===== src/rtl/controle.sv =====
// controle: control block (BC) for the operativo datapath (BO).
// A Moore FSM sequences the datapath muxes, ULA operation and register loads to
// evaluate one of four modo-selected expressions over X, A, B and C; the result
// ends up in the datapath RegS and a one-cycle pronto pulse marks completion.
//   modo 00: A*X*X + B*X + C  (computed as (A*X + B)*X + C)
//   modo 01: A*X + B
//   modo 10: X*X
//   modo 11: A + B + C
// Optional feature macro: CTRL_OVF_EN registers the datapath overflow flag into
// erro at the end of each run. Without it erro is tied 0.
module controle #(
    parameter logic H_MUL = 1'b1   // h value selecting multiply; add is ~H_MUL
) (
    input  logic       ck,
    input  logic       rst,
    input  logic       inicio,
    input  logic [1:0] modo,
    input  logic       overflow,
    output logic       lx,
    output logic [1:0] m0,
    output logic [1:0] m1,
    output logic [1:0] m2,
    output logic       h,
    output logic       lh,
    output logic       ls,
    output logic       pronto,
    output logic       ocupado,
    output logic       erro
);

    localparam logic H_ADD = ~H_MUL;

    // Mux encodings, named after the datapath sources they select.
    localparam logic [1:0] M0_ZERO = 2'b00;
    localparam logic [1:0] M0_A    = 2'b01;
    localparam logic [1:0] M0_B    = 2'b10;
    localparam logic [1:0] M0_C    = 2'b11;

    localparam logic [1:0] M1_OUTM0 = 2'b00;
    localparam logic [1:0] M1_REGX  = 2'b01;
    localparam logic [1:0] M1_REGH  = 2'b11;

    localparam logic [1:0] M2_REGX  = 2'b00;
    localparam logic [1:0] M2_OUTM0 = 2'b01;
    localparam logic [1:0] M2_REGH  = 2'b11;

    typedef enum logic [3:0] {
        IDLE,
        LOADX,
        MUL_AX,
        ADD_B,
        MUL_HX,
        ADD_C_S,
        ADD_B_S,
        SQR_S,
        CLR,
        ADD_A,
        DONE
    } state_t;

    state_t     state;
    state_t     state_next;
    logic [1:0] modo_r;
    logic       accept;

    // A run starts only when IDLE sees inicio; modo is captured at that moment.
    assign accept = (state == IDLE) && inicio;

    // State register and captured operation; reset aborts any run at once.
    always_ff @(posedge ck or posedge rst) begin
        if (rst) begin
            state  <= IDLE;
            modo_r <= 2'b00;
        end else begin
            // NOTE: sequential state uses non-blocking assignments so every
            // register updates from the pre-edge values, independent of order.
            state <= state_next;
            if (accept) begin
                modo_r <= modo;
            end
        end
    end

    // Next-state and Moore output decode from the state register.
    always_comb begin
        // NOTE: every output and the next state get a default first so no path
        // through the case leaves a variable unassigned (which would infer a latch).
        state_next = state;
        lx         = 1'b0;
        m0         = M0_ZERO;
        m1         = M1_OUTM0;
        m2         = M2_REGX;
        h          = H_ADD;
        lh         = 1'b0;
        ls         = 1'b0;
        pronto     = 1'b0;

        case (state)
            IDLE: begin
                if (inicio) begin
                    state_next = LOADX;
                end
            end

            LOADX: begin
                lx = 1'b1;
                case (modo_r)
                    2'b10:   state_next = SQR_S;
                    2'b11:   state_next = CLR;
                    default: state_next = MUL_AX;
                endcase
            end

            // H = A * X
            MUL_AX: begin
                m0 = M0_A;
                m1 = M1_OUTM0;
                m2 = M2_REGX;
                h  = H_MUL;
                lh = 1'b1;
                state_next = (modo_r == 2'b01) ? ADD_B_S : ADD_B;
            end

            // H = B + H
            ADD_B: begin
                m0 = M0_B;
                m1 = M1_OUTM0;
                m2 = M2_REGH;
                lh = 1'b1;
                state_next = (modo_r == 2'b00) ? MUL_HX : ADD_C_S;
            end

            // H = H * X
            MUL_HX: begin
                m0 = M0_ZERO;
                m1 = M1_REGH;
                m2 = M2_REGX;
                h  = H_MUL;
                lh = 1'b1;
                state_next = ADD_C_S;
            end

            // S = C + H (final step of modo 00 and 11)
            ADD_C_S: begin
                m0 = M0_C;
                m1 = M1_OUTM0;
                m2 = M2_REGH;
                ls = 1'b1;
                state_next = DONE;
            end

            // S = B + H (final step of modo 01)
            ADD_B_S: begin
                m0 = M0_B;
                m1 = M1_OUTM0;
                m2 = M2_REGH;
                ls = 1'b1;
                state_next = DONE;
            end

            // S = X * X (only step of modo 10)
            SQR_S: begin
                m0 = M0_ZERO;
                m1 = M1_REGX;
                m2 = M2_REGX;
                h  = H_MUL;
                ls = 1'b1;
                state_next = DONE;
            end

            // H = 0 + 0, so the A + B + C chain starts from a clean accumulator
            CLR: begin
                m0 = M0_ZERO;
                m1 = M1_OUTM0;
                m2 = M2_OUTM0;
                lh = 1'b1;
                state_next = ADD_A;
            end

            // H = A + H
            ADD_A: begin
                m0 = M0_A;
                m1 = M1_OUTM0;
                m2 = M2_REGH;
                lh = 1'b1;
                state_next = ADD_B;
            end

            DONE: begin
                pronto     = 1'b1;
                state_next = IDLE;
            end

            default: begin
                state_next = IDLE;
            end
        endcase
    end

    assign ocupado = (state != IDLE);

`ifdef CTRL_OVF_EN
    logic erro_r;

    // Capture the datapath overflow at the end of a run; clear when a new run starts.
    always_ff @(posedge ck or posedge rst) begin
        if (rst) begin
            erro_r <= 1'b0;
        end else if (accept) begin
            erro_r <= 1'b0;
        end else if (state == DONE) begin
            erro_r <= overflow;
        end
    end

    assign erro = erro_r;
`else
    // Overflow reporting is compiled out; the input is deliberately left unused.
    logic unused_overflow;
    assign unused_overflow = overflow;
    assign erro            = 1'b0;
`endif

endmodule

===== config.mk =====
export PLATFORM = sky130hd
export DESIGN_NAME = controle
export DESIGN_NICKNAME = d
export VERILOG_FILES = /design/src/rtl/controle.sv
export SDC_FILE = /design/constraint.sdc
export NUM_CORES = 1
export LEC_CHECK = 0
export CORE_AREA = 2 2 41 43
export DETAILED_ROUTE_END_ITERATION = 10
export DIE_AREA = 0 0 43 45
export GPL_TIMING_DRIVEN = 1
export PLACE_DENSITY = 0.7
export SLEW_MARGIN = 40
export SYNTH_ARGS = -nofsm -noshare
export SYNTH_HDL_FRONTEND = slang
export SYNTH_SLANG_ARGS = --single-unit

===== constraint.sdc =====
create_clock -name ck -period 1.3 [get_ports ck]
set_input_delay 0.195 -clock ck [delete_from_list [all_inputs] [get_ports ck]]
set_output_delay 0.195 -clock ck [all_outputs]
set_load 0.005 [all_outputs]

==> flow_summary.rst <==
.. list-table::
   :header-rows: 1

   * - Metric
     - Value
   * - Run status
     - finished, violations left
   * - Violated checks
     - setup timing
   * - Power per unit of standard cell area
     - 2950 mW/mm^2
   * - Yosys synthesis warning count
     - 0
   * - Part of the Yosys area used for sequential elements
     - 0.284
   * - Top-level I/O count
     - 19
   * - Combinational Power Share
     - 0.805
   * - Total negative slack
     - -3450 ps
   * - Die W
     - 43 um
   * - #FFs+latches synth
     - 6
   * - Share of power burned in registers
     - 0.138
   * - Clock insertion delay at the later pin of the skew report
     - 250 ps
   * - Number of buffers created by CTS
     - 3
   * - Total of hold buffers inserted after clock tree synthesis
     - 0
   * - IO buf count
     - 16
   * - Data arrival, critical path
     - 1470 ps
   * - Worst stage delay on the critical path
     - 400 ps
   * - Remaining antenna violation count after routing
     - 0
   * - Worst-case hold slack
     - 169 ps
   * - Final Hold Fails
     - 0
   * - Net count after synthesis
     - 73
   * - Largest buffer count on any clock path
     - 2
   * - CTS tree
     - built
   * - CP required
     - 1110 ps
   * - Number of clock sinks seen by CTS
     - 6
   * - Num rows
     - 14
   * - Worst setup slack for register-to-register paths
     - -130 ps
   * - Area growth from synthesis to layout
     - 99.1%
   * - Final instance area
     - 0.00105 sq mm
   * - Endpoint kind of the worst setup timing path
     - output port
   * - Leak
     - 0.000506 uW
   * - Kind of critical path
     - register to output port
   * - FFs w/ async S/R, synth
     - 1.00
   * - Drt wl/cell
     - 15.0 um
   * - Final #Nets
     - 117
   * - Highest clock frequency the design can meet
     - 602 MHz
   * - Worst min-delay path category
     - primary input to asynchronous set/reset pin
   * - CTS Root Cell
     - sky130_fd_sc_hd__clkbuf_4
   * - Tmin final
     - 1660 ps
   * - 1st-iter DRT viols
     - 15
   * - Top fanout value on the critical path
     - 3
   * - Tcrit/Tclk final
     - 1.28
   * - Switching fraction of total power
     - 0.423
   * - Max-Cap Viols
     - 0
   * - Via Count
     - 677
   * - Core Area
     - 0.00147 sq mm
   * - Routability congestion estimate
     - 0.826
   * - Remaining Overflow, GRT
     - 0
   * - Placed instance area
     - 771 sq um
   * - Die outline area
     - 0.00194 sq mm
   * - Flip-flop cell with the highest count after synthesis
     - sky130_fd_sc_hd__dfrtp_1
   * - Internal Pwr Total
     - 1790 uW
   * - Netlist Area Pre-Place
     - 528 sq um
   * - Maximum number of pins on one net before global-route repair
     - 8
   * - Diodes inserted
     - 0
   * - Initial antenna violation count
     - 0
   * - Clock share of power
     - 0.057
   * - Slowest CP cell
     - sky130_fd_sc_hd__or3b_4
   * - First-pass detailed-route iteration total
     - 4
   * - Ordered list of cells on the worst path
     - or3b_4, or2_4, o21ai_2, buf_2
   * - H-tree depth
     - 1
   * - Peak ir drop on the vdd network
     - 1.51 mV
   * - Die Span Y
     - 45 um
   * - Maximum clock skew at final layout
     - 2.20 ps
   * - Cell class contributing the biggest share of worst-path delay
     - simple AND/OR/NAND/NOR gates
   * - Worst Slack Setup Final
     - -360 ps
   * - Initial cell density of the core
     - 0.359
   * - Unique masters post-synth
     - 34
   * - Fillers
     - 114
   * - Number of synthesized flops with an enable pin
     - 0
   * - Via density per instance
     - 5.42
   * - CP Buf/Inv Count
     - 1
   * - Post-detailed-routing wire length
     - 1.88 mm
   * - Clk slew on worst S/H paths
     - 50 ps
   * - Switching Power
     - 1310 uW
   * - Synthesized area per cell
     - 7.88 sq um
   * - Max Slew Vio Count
     - 0
   * - Global-route wire length before repair
     - 2.80 mm
   * - Fraction of layout instances using a drive strength above 1
     - 0.651
   * - Nature of the critical path startpoint
     - register
   * - Final design utilization
     - 0.714
   * - Number of instances in the synthesized netlist
     - 67
   * - Total track usage
     - 0.199
   * - RSZ-0062 raised after global routing
     - yes
   * - HPWL after detailed placement
     - 987 um
   * - Drc violations
     - 0
   * - Final-report setup violation count
     - 17
   * - Via count of the first global-routing pass
     - 635
state kept, by name, summed over array words and instances, names as in the netlist:
name    count
modo_r      2
state       4
final timing paths:
path / startpoint / endpoint / depth (start not counted)
worst max-delay path: state[1] / m0[0] / 4
worst min-delay path: rst / state[2] / 2
worst max register to register: state[1] / state[0] / 7
worst min register to register: modo_r[1] / modo_r[1] / 1
max in group asynchronous: rst / state[0] / 2
min in group ck: modo[0] / modo_r[0] / 2
through the flow:
| stage | worst slack (ps) | total power, uW | instances |
|---|---|---|---|
| final | -360 | 3100 | 125 |
| after global routing | -408 | 3310 | 125 |
| after CTS | -362 | 2730 | 120 |
| after detailed placement | -475 | 2070 | 106 |
| after global placement | -471 | 2040 | 106 |
| after floorplan | -61.6 | 1260 | 67 |
logic make-up after synthesis:
kind of cell / after synthesis / synth area share
compound gates: 17 / 0.216
xor+xnor: 2 / 0.0332
buf+inv: 11 / 0.114
flops: 6 / 0.284
mux: 4 / 0.0806
other cells: 1 / 0.00710
simple gates: 26 / 0.265
cell usage in the layout (no fill, tap or decap), types with 3 or more instances in the layout:
cell type / count
sky130_fd_sc_hd__inv_1: 3
sky130_fd_sc_hd__nand2_1: 3
sky130_fd_sc_hd__buf_6: 14
sky130_fd_sc_hd__nor2_4: 3
sky130_fd_sc_hd__clkdlybuf4s50_1: 4
sky130_fd_sc_hd__o21ai_1: 3
sky130_fd_sc_hd__buf_4: 15
sky130_fd_sc_hd__clkbuf_4: 3
sky130_fd_sc_hd__dfrtp_1: 5
sky130_fd_sc_hd__buf_2: 9
sky130_fd_sc_hd__nor2_1: 3
worst reg2reg max path, delay by kind of cell (launching register included):
family,cells,cell delay (ps)
flops,1,370
compound gates,2,490
buf+inv,5,500
cell usage after synthesis (2+ instances only):
library cell              n  area [sq um]
sky130_fd_sc_hd__dfrtp_1  6           150
sky130_fd_sc_hd__buf_4    2          15.0
sky130_fd_sc_hd__nand3_1  2          10.0
sky130_fd_sc_hd__and3_1   2          12.5
sky130_fd_sc_hd__nor2b_1  3          18.8
sky130_fd_sc_hd__nor2_1   6          22.5
sky130_fd_sc_hd__mux2i_1  2          20.0
sky130_fd_sc_hd__mux2_2   2          22.5
sky130_fd_sc_hd__inv_1    5          18.8
sky130_fd_sc_hd__o21ai_0  4          20.0
sky130_fd_sc_hd__nand2_1  6          22.5
sky130_fd_sc_hd__a21oi_1  2          10.0
sky130_fd_sc_hd__xor2_1   2          17.5
sky130_fd_sc_hd__buf_2    3          15.0
cell type report:
| cell class | instances | area, sq um | area share |
|---|---|---|---|
| clock buffers | 3 | 22.5 | 0.0214 |
| well taps | 16 | 20.0 | 0.0190 |
| multi-input cells | 50 | 444 | 0.423 |
| flip-flops and latches | 6 | 151 | 0.144 |
| repair buffers | 45 | 392 | 0.373 |
| inverters | 5 | 21.3 | 0.0202 |
layer usage:
metal  share of wire  global-route usage
met1            0.38               0.234
met2            0.56               0.364
met3           0.051              0.0600
met4          0.0053              0.0364
met5               0                   0
power groups by stage:
stage	Clock [uW]	Sequential [uW]	Combinational [uW]
after floorplan	0	372	888
after global placement	0	385	1660
after detailed placement	0	389	1680
after CTS	180	420	2130
after global routing	194	446	2670
final	176	428	2500
repair_timing:
item,in CTS,in global routing
gates resized for setup,71,24
setup buffers,11,9
pin swaps,11,13
setup endpoints to repair,16,18
Note: power is estimated with default switching activity, not from simulation.
